==> src/rtl/piso_serializer.sv <==
// Parallel-in, serial-out transmitter: takes a WIDTH-bit word over valid/ready
// and shifts it out one registered bit per clock with bit-valid and last flags.
module piso_serializer #(
    parameter int WIDTH     = 8,
    parameter bit LSB_FIRST = 1'b1
) (
    input  logic             i_clk,
    input  logic             i_rst,
    input  logic [WIDTH-1:0] i_data,
    input  logic             i_valid,
    output logic             o_ready,
    output logic             o_sd,
    output logic             o_sv,
    output logic             o_last
);

    localparam int CW = (WIDTH > 1) ? $clog2(WIDTH) : 1;
    localparam logic [CW-1:0] LAST_CNT = CW'(WIDTH - 1);

    typedef enum logic {IDLE, SHIFT} state_t;

    state_t           state;
    logic [CW-1:0]    cnt;
    logic [CW-1:0]    cnt_nxt;
    logic [WIDTH-1:0] sr;
    logic             accept;

    function automatic logic first_bit(input logic [WIDTH-1:0] w);
        return LSB_FIRST ? w[0] : w[WIDTH-1];
    endfunction

    function automatic logic [WIDTH-1:0] advance(input logic [WIDTH-1:0] w);
        return LSB_FIRST ? (w >> 1) : (w << 1);
    endfunction

    // A new word may land on the same edge that retires the last bit of the current one.
    assign o_ready = !i_rst && ((state == IDLE) || (cnt == LAST_CNT));
    assign accept  = i_valid && o_ready;
    assign cnt_nxt = cnt + CW'(1);

    always_ff @(posedge i_clk or posedge i_rst) begin
        if (i_rst) begin
            state  <= IDLE;
            cnt    <= '0;
            sr     <= '0;
            o_sd   <= 1'b0;
            o_sv   <= 1'b0;
            o_last <= 1'b0;
        end else if (accept) begin
            state  <= SHIFT;
            cnt    <= '0;
            sr     <= advance(i_data);
            o_sd   <= first_bit(i_data);
            o_sv   <= 1'b1;
            o_last <= 1'b0;
        end else if (state == SHIFT) begin
            if (cnt == LAST_CNT) begin
                state  <= IDLE;
                cnt    <= '0;
                sr     <= '0;
                o_sd   <= 1'b0;
                o_sv   <= 1'b0;
                o_last <= 1'b0;
            end else begin
                cnt    <= cnt_nxt;
                sr     <= advance(sr);
                o_sd   <= first_bit(sr);
                o_last <= (cnt_nxt == LAST_CNT);
            end
        end
    end

endmodule

==> config.mk <==
export PLATFORM = sky130hd
export DESIGN_NAME = piso_serializer
export DESIGN_NICKNAME = d
export VERILOG_FILES = /design/src/rtl/piso_serializer.sv
export SDC_FILE = /design/constraint.sdc
export NUM_CORES = 1
export LEC_CHECK = 0
export CELL_PAD_IN_SITES_DETAIL_PLACEMENT = 1
export CELL_PAD_IN_SITES_GLOBAL_PLACEMENT = 1
export CORE_MARGIN = 2
export CORE_UTILIZATION = 39
export DETAILED_ROUTE_END_ITERATION = 7
export PLACE_DENSITY = 0.88
export SYNTH_ARGS = -nofsm -noshare
export SYNTH_HDL_FRONTEND = slang
export SYNTH_SLANG_ARGS = --single-unit
==> constraint.sdc <==
create_clock -name i_clk -period 3.2 [get_ports i_clk]
set_input_delay 0.48 -clock i_clk [delete_from_list [all_inputs] [get_ports i_clk]]
set_output_delay 0.48 -clock i_clk [all_outputs]
set_load 0.01 [all_outputs]
==> results of run 1 <==
[how the worst max path moves through the flow]
stage | from | cells after the start | slack (ns) | to
2_1_floorplan | cnt[1]$_DFFE_PP0P_ | 5 | 1.60 | o_ready
3_3_place_gp | cnt[1]$_DFFE_PP0P_ | 5 | 1.12 | o_ready
3_5_place_dp | i_valid | 4 | 1.07 | sr[2]$_DFFE_PP0P_
5_1_grt | cnt[1]$_DFFE_PP0P_ | 5 | 0.73 | o_ready
6_report | cnt[0]$_DFFE_PP0P_ | 5 | 0.84 | o_ready
4_1_cts | cnt[1]$_DFFE_PP0P_ | 5 | 0.81 | o_ready
[stage by stage]
| step | util (%) | area (um^2) | worst slack, ns |
|---|---|---|---|
| 2_1_floorplan | - | 642 | 1.60 |
| 3_3_place_gp | 51.6 | 786 | 1.12 |
| 3_5_place_dp | 51.6 | 786 | 1.07 |
| 4_1_cts | 53.0 | 808 | 0.807 |
| 5_1_grt | 53.0 | 808 | 0.727 |
| 6_report | 53.0 | 808 | 0.838 |
[state kept, by name, summed over array words and instances, names as in the netlist]
name    count
o_last      1
state       1
o_sd        1
o_sv        1
cnt         3
sr          7
[worst register-to-register path: stages (launching register included)]
cell	delay, ns
dfrtp_1	0.39
ha_1	0.20
ha_1	0.22
nor2b_4	0.26
nor2b_1	0.23
a221o_1	0.34
[cell usage in the layout (no fill, tap or decap)]
cell type / count
clkdlybuf4s50_1: 14
nor2_2: 1
nor2b_4: 1
or2_2: 1
nor2_1: 2
mux2_2: 1
clkbuf_4: 3
inv_1: 3
mux2i_1: 1
a32o_1: 1
a22o_1: 1
and2_1: 7
nor2b_1: 2
a21o_1: 2
ha_1: 3
dfrtp_1: 14
nand2_1: 1
nor3b_1: 1
a221o_1: 7
[layout make-up]
cell class                 instances  area share (%)
clock buffer                       3            2.79
timing repair buffer              14            17.3
sequential                        14            43.3
multi-input combinational         32            32.7
inverter                           3            1.39
tap                               16            2.48
[power by group through the flow]
stage / Clock (mW) / Combinational [mW] / Sequential [mW]
floorplan: 0 / 0.197 / 0.292
global placement: 0 / 0.281 / 0.293
detailed placement: 0 / 0.290 / 0.295
CTS: 0.104 / 0.293 / 0.291
global route: 0.110 / 0.320 / 0.300
finish: 0.100 / 0.286 / 0.291
[layer usage]
layer	global-route usage [%]	share of wire [%]
met2	21.2	43
met4	7.27	2.5
met1	21.1	48
met5	0	0
met3	6.53	5.8
[cells by family after synthesis]
logic type,Yosys count,share of synthesized area [%]
simple gates,16,15.8
mux,2,3.31
buf+inv,5,4.29
flops,14,54.6
fa+ha+maj,3,5.85
compound gates,11,16.2
==> results.yml, run 1 <==
min_path:
  min_path_type: "reg2reg"
  hold_path_startpoint: "o_sv$_DFFE_PP0P_"
  min_to: "o_sv$_DFFE_PP0P_"
  worst_hold_path.num_cells: 1
global_route:
  grt_usage_pct: 15.5
  grt_max_degree: 15
  grt_pass1_vias: 456
  antenna_found_initial: 0
  grt_pass1_wl_mm: 2.11
  gr-total-overflow: 0
routing:
  drc_errors: 0
  drtAntennaViolNets: 0
  drt_wl_total_mm: 1.30
  vias: 450
  routed_via_density: 5.49
  drt-initial-drc-count: 4
  detail_route.wl_per_cell_um: 15.9
  first_pass_iters: 3
pwr:
  vdd_ir_drop_max_mv: 0.449
  p_total_mw: 0.677
  p_switching_mw: 0.228
  p_comb_share_pct: 42.3
  cellLeakagePower_nw: 0.394
  swShare_pct: 33.6
  p_per_area_nw_per_um2: 838
  clockPowerShare_pct: 14.8
  internal_power_mw: 0.450
  power_frac_seq_pct: 42.9
synth:
  synth_nets: 65
  ys_types: 19
  seq_area_frac_synth_pct: 54.6
  synth_warnings: 0
  synth_seq_cells: 14
  synth_area_leaders: "dfrtp_1 (55%), a221o_1 (11%), and2_1 (6.8%), ha_1 (5.8%), a21o_1 (2.3%)"
  syn_avg_cell_area_um2: 12.6
  synth_top_area_cell: "dfrtp_1"
  async_reset_ff_share_pct: 100
  yosys-top-cells-count: "dfrtp_1 (14), a221o_1 (7), and2_1 (7), ha_1 (3), inv_1 (3)"
  syn_area_um2: 642
  synth_ff_type: "dfrtp_1"
  netlist.area_leader.share_pct: 54.6
  synthCells: 51
  synthMostInstantiatedCell: "dfrtp_1"
  synth-edff-count: 0
worst_setup_path:
  cp.arrival_ns: 1.88
  cp-start-kind: "register"
  reg2reg_to: "sr[2]$_DFFE_PP0P_"
  rrSetupSlack_ns: 1.45
  path_buf_inv: 1
  r2r_start: "cnt[0]$_DFFE_PP0P_"
  endpoint_kind: "output port"
  crit_fanout: 13
  cpMostUsedCell: "ha_1"
  crit_required_ns: 2.72
  crit_chain: "ha_1, ha_1, nor2b_4, nor2_1, clkdlybuf4s50_1"
  critPathKind: "reg2out"
  critPathMaxStageDelay_ns: 0.48
  r2r_cells: 5
  crit_slowest_cell: "clkdlybuf4s50_1"
  crit_family: "buffers and inverters"
clock_tree:
  numCtsBuffers: 3
  root_buffer: "clkbuf_4"
  clk_path_buf_depth: 2
  cts_resized: 0
  postCtsSetupBuffers: 0
  cts.sinks: 14
  clkTransAtPathRegs_ns: 0.09
  hold_buffers: 0
  cts-htree-levels: 1
  cts_tree: "built"
  clk_latency_ns: 0.28
layout:
  area_growth_syn_to_layout_pct: 25.9
  drive_above_1_share_pct: 10.6
  multi_input_area_um2: 264
  nFillCells: 156
  regArea_um2: 350
  fin_nets: 82
  antennaDiodeCount: 0
  stdcell_count: 82
sta:
  worst_pin_slew_ns: 0.726
  rsz0062_at_grt: "false"
  slew_viol_final: 0
  setup_viol: 0
  tns_ns: 0
  fin_crit_sh_pct: 73.8
  relSlewSlack_pct: 51.5
  hold_violations: 0
  hold_ws_ns: 0.498
  fin_skew_ns: 0.00949
  final.min_clock_period_ns: 2.36
  fmax_mhz: 423
die:
  die_w_um: 44.6
  floorplan.initialDensity_pct: 42.1
  floorplan.die_area_um2: 1990
  die_y_um: 44.6
  coreArea_um2: 1520
  ioPinCount: 15
  num_rows: 14
place:
  place_inst: 79
  place_hpwl_um: 907
  numPortBuffers: 14
  gp_congestion: 0.670
flow_run:
  drv_cap: 0
run_status:
  outcome: "finished, final reports clean"
Power figures use the tool's default switching activity.
==> inputs of run 2 (changes only) <==
--- a/config.mk
+++ b/config.mk
@@ -8,9 +8,9 @@
 export CELL_PAD_IN_SITES_DETAIL_PLACEMENT = 1
 export CELL_PAD_IN_SITES_GLOBAL_PLACEMENT = 1
 export CORE_MARGIN = 2
-export CORE_UTILIZATION = 39
+export CORE_UTILIZATION = 37
 export DETAILED_ROUTE_END_ITERATION = 7
-export PLACE_DENSITY = 0.88
+export PLACE_DENSITY = 0.84
 export SYNTH_ARGS = -nofsm -noshare
 export SYNTH_HDL_FRONTEND = slang
 export SYNTH_SLANG_ARGS = --single-unit
==> constraint.sdc (replaced) <==
create_clock -name i_clk -period 2.3 [get_ports i_clk]
set_input_delay 0.345 -clock i_clk [delete_from_list [all_inputs] [get_ports i_clk]]
set_output_delay 0.345 -clock i_clk [all_outputs]
set_load 0.01 [all_outputs]
==> results.yml, run 2 (synthesized netlist as in run 1, its figures left out) <==
sta:
  fin_crit_sh_pct: 90.5
  setup_viol: 0
  final.min_clock_period_ns: 2.08
  relSlewSlack_pct: 64.1
  fin_skew_ns: 0.000522
  rsz0062_at_grt: "false"
  tns_ns: 0
  fmax_mhz: 481
  slew_viol_final: 0
  hold_violations: 0
  worst_pin_slew_ns: 0.538
clock_tree:
  clk_path_buf_depth: 2
  cts.sinks: 14
  cts-htree-levels: 1
  postCtsSetupBuffers: 0
  cts_resized: 0
  clkTransAtPathRegs_ns: 0.08
  cts_tree: "built"
  clk_latency_ns: 0.28
  numCtsBuffers: 3
  root_buffer: "clkbuf_4"
  hold_buffers: 0
worst_setup_path:
  crit_required_ns: 1.96
  cp-start-kind: "register"
  crit_slowest_cell: "clkdlybuf4s50_1"
  critPathMaxStageDelay_ns: 0.47
  cpMostUsedCell: "ha_1"
  crit_chain: "ha_1, ha_1, nor2b_4, nor2_1, clkdlybuf4s50_1"
  critPathKind: "reg2out"
  endpoint_kind: "output port"
  path_buf_inv: 1
  crit_fanout: 3
  cp.arrival_ns: 1.74
  rrSetupSlack_ns: 0.52
  crit_family: "buffers and inverters"
global_route:
  grt_pass1_vias: 481
  antenna_found_initial: 0
  gr-total-overflow: 0
  grt_util_met2_pct: 23.9
  grt_usage_pct: 15.7
  top_usage_layer: "met2"
  grtUsageMet1_pct: 18.8
  met3_usage_pct: 8.33
  grt_max_degree: 15
  grt_pass1_wl_mm: 2.15
layout:
  largest_register_ffs: 7
  nFillCells: 171
  area_growth_syn_to_layout_pct: 31.8
  regArea_um2: 350
  fin_nets: 85
  antennaDiodeCount: 0
  mostFrequentLayoutCells: "dfrtp_1 (14), clkdlybuf4s50_1 (14), and2_1 (7), a221o_1 (7)"
  multi_input_area_um2: 264
  drive_above_1_share_pct: 15.7
  largestRegisters: "sr x7, cnt x3"
  regMostFlops: "sr"
pwr:
  cellLeakagePower_nw: 0.417
  p_total_mw: 1.01
  p_per_area_nw_per_um2: 1190
  vdd_ir_drop_max_mv: 0.760
place:
  place_hpwl_mm: 1.04
  gp_congestion: 0.691
  numPortBuffers: 14
routing:
  drc_errors: 0
  drt_wl_total_mm: 1.38
  vias: 462
  first_pass_iters: 2
  routed_via_density: 5.31
  drtAntennaViolNets: 0
  drt-initial-drc-count: 4
  detail_route.wl_per_cell_um: 15.9
run_status:
  outcome: "finished, final reports clean"
flow_run:
  drv_cap: 0
min_path:
  min_path_type: "in2async"
die:
  die_y_um: 45.7
  die_w_um: 45.7
  floorplan.initialDensity_pct: 38.4
  floorplan.die_area_um2: 2080
  coreArea_um2: 1670
  num_rows: 15
  ioPinCount: 15
==> run 2: per-stage QoR <==
stage                     utilization (%)  cells  instance area [um^2]  setup slack (ns)  hold WS [ns]
after global placement               48.5     83                   810             0.513         0.466
final                                50.6     87                   846             0.219         0.489
after detailed placement             48.5     83                   810             0.496         0.468
after global routing                 50.6     87                   846             0.105         0.513
after CTS                            50.6     87                   846             0.183         0.489
after floorplan                         -     51                   642             0.836         0.234
==> run 2: worst paths after layout <==
check	start	endpoint	depth (start not counted)
worst max-delay path	cnt[1]$_DFFE_PP0P_	o_ready	5
worst min-delay path	i_rst	cnt[1]$_DFFE_PP0P_	2
worst max register to register	cnt[1]$_DFFE_PP0P_	sr[3]$_DFFE_PP0P_	7
worst min register to register	o_sv$_DFFE_PP0P_	o_sv$_DFFE_PP0P_	1
max in group asynchronous	i_rst	sr[5]$_DFFE_PP0P_	2
min in group i_clk	o_sv$_DFFE_PP0P_	o_sv$_DFFE_PP0P_	1
==> run 2: power by group <==
group	switching (mW)	internal (mW)	leakage [nW]
registers	0.0640	0.345	0.179
logic	0.184	0.240	0.217
clock network	0.0799	0.0964	0.0210
total	0.328	0.681	0.417
==> run 2: metal layers <==
layer,part of all wire [%],vias to the layer above
met2,56,10
met3,4.3,0
met4,0,0
met5,0,-
met1,40,232
li1,-,220
==> run 2: cell type report <==
type                    instances  area share (%)
flip-flops and latches         14            41.4
well taps                      17            2.51
clock buffers                   4            4.29
repair buffers                 17            19.2
inverters                       3            1.33
multi-input cells              32            31.2
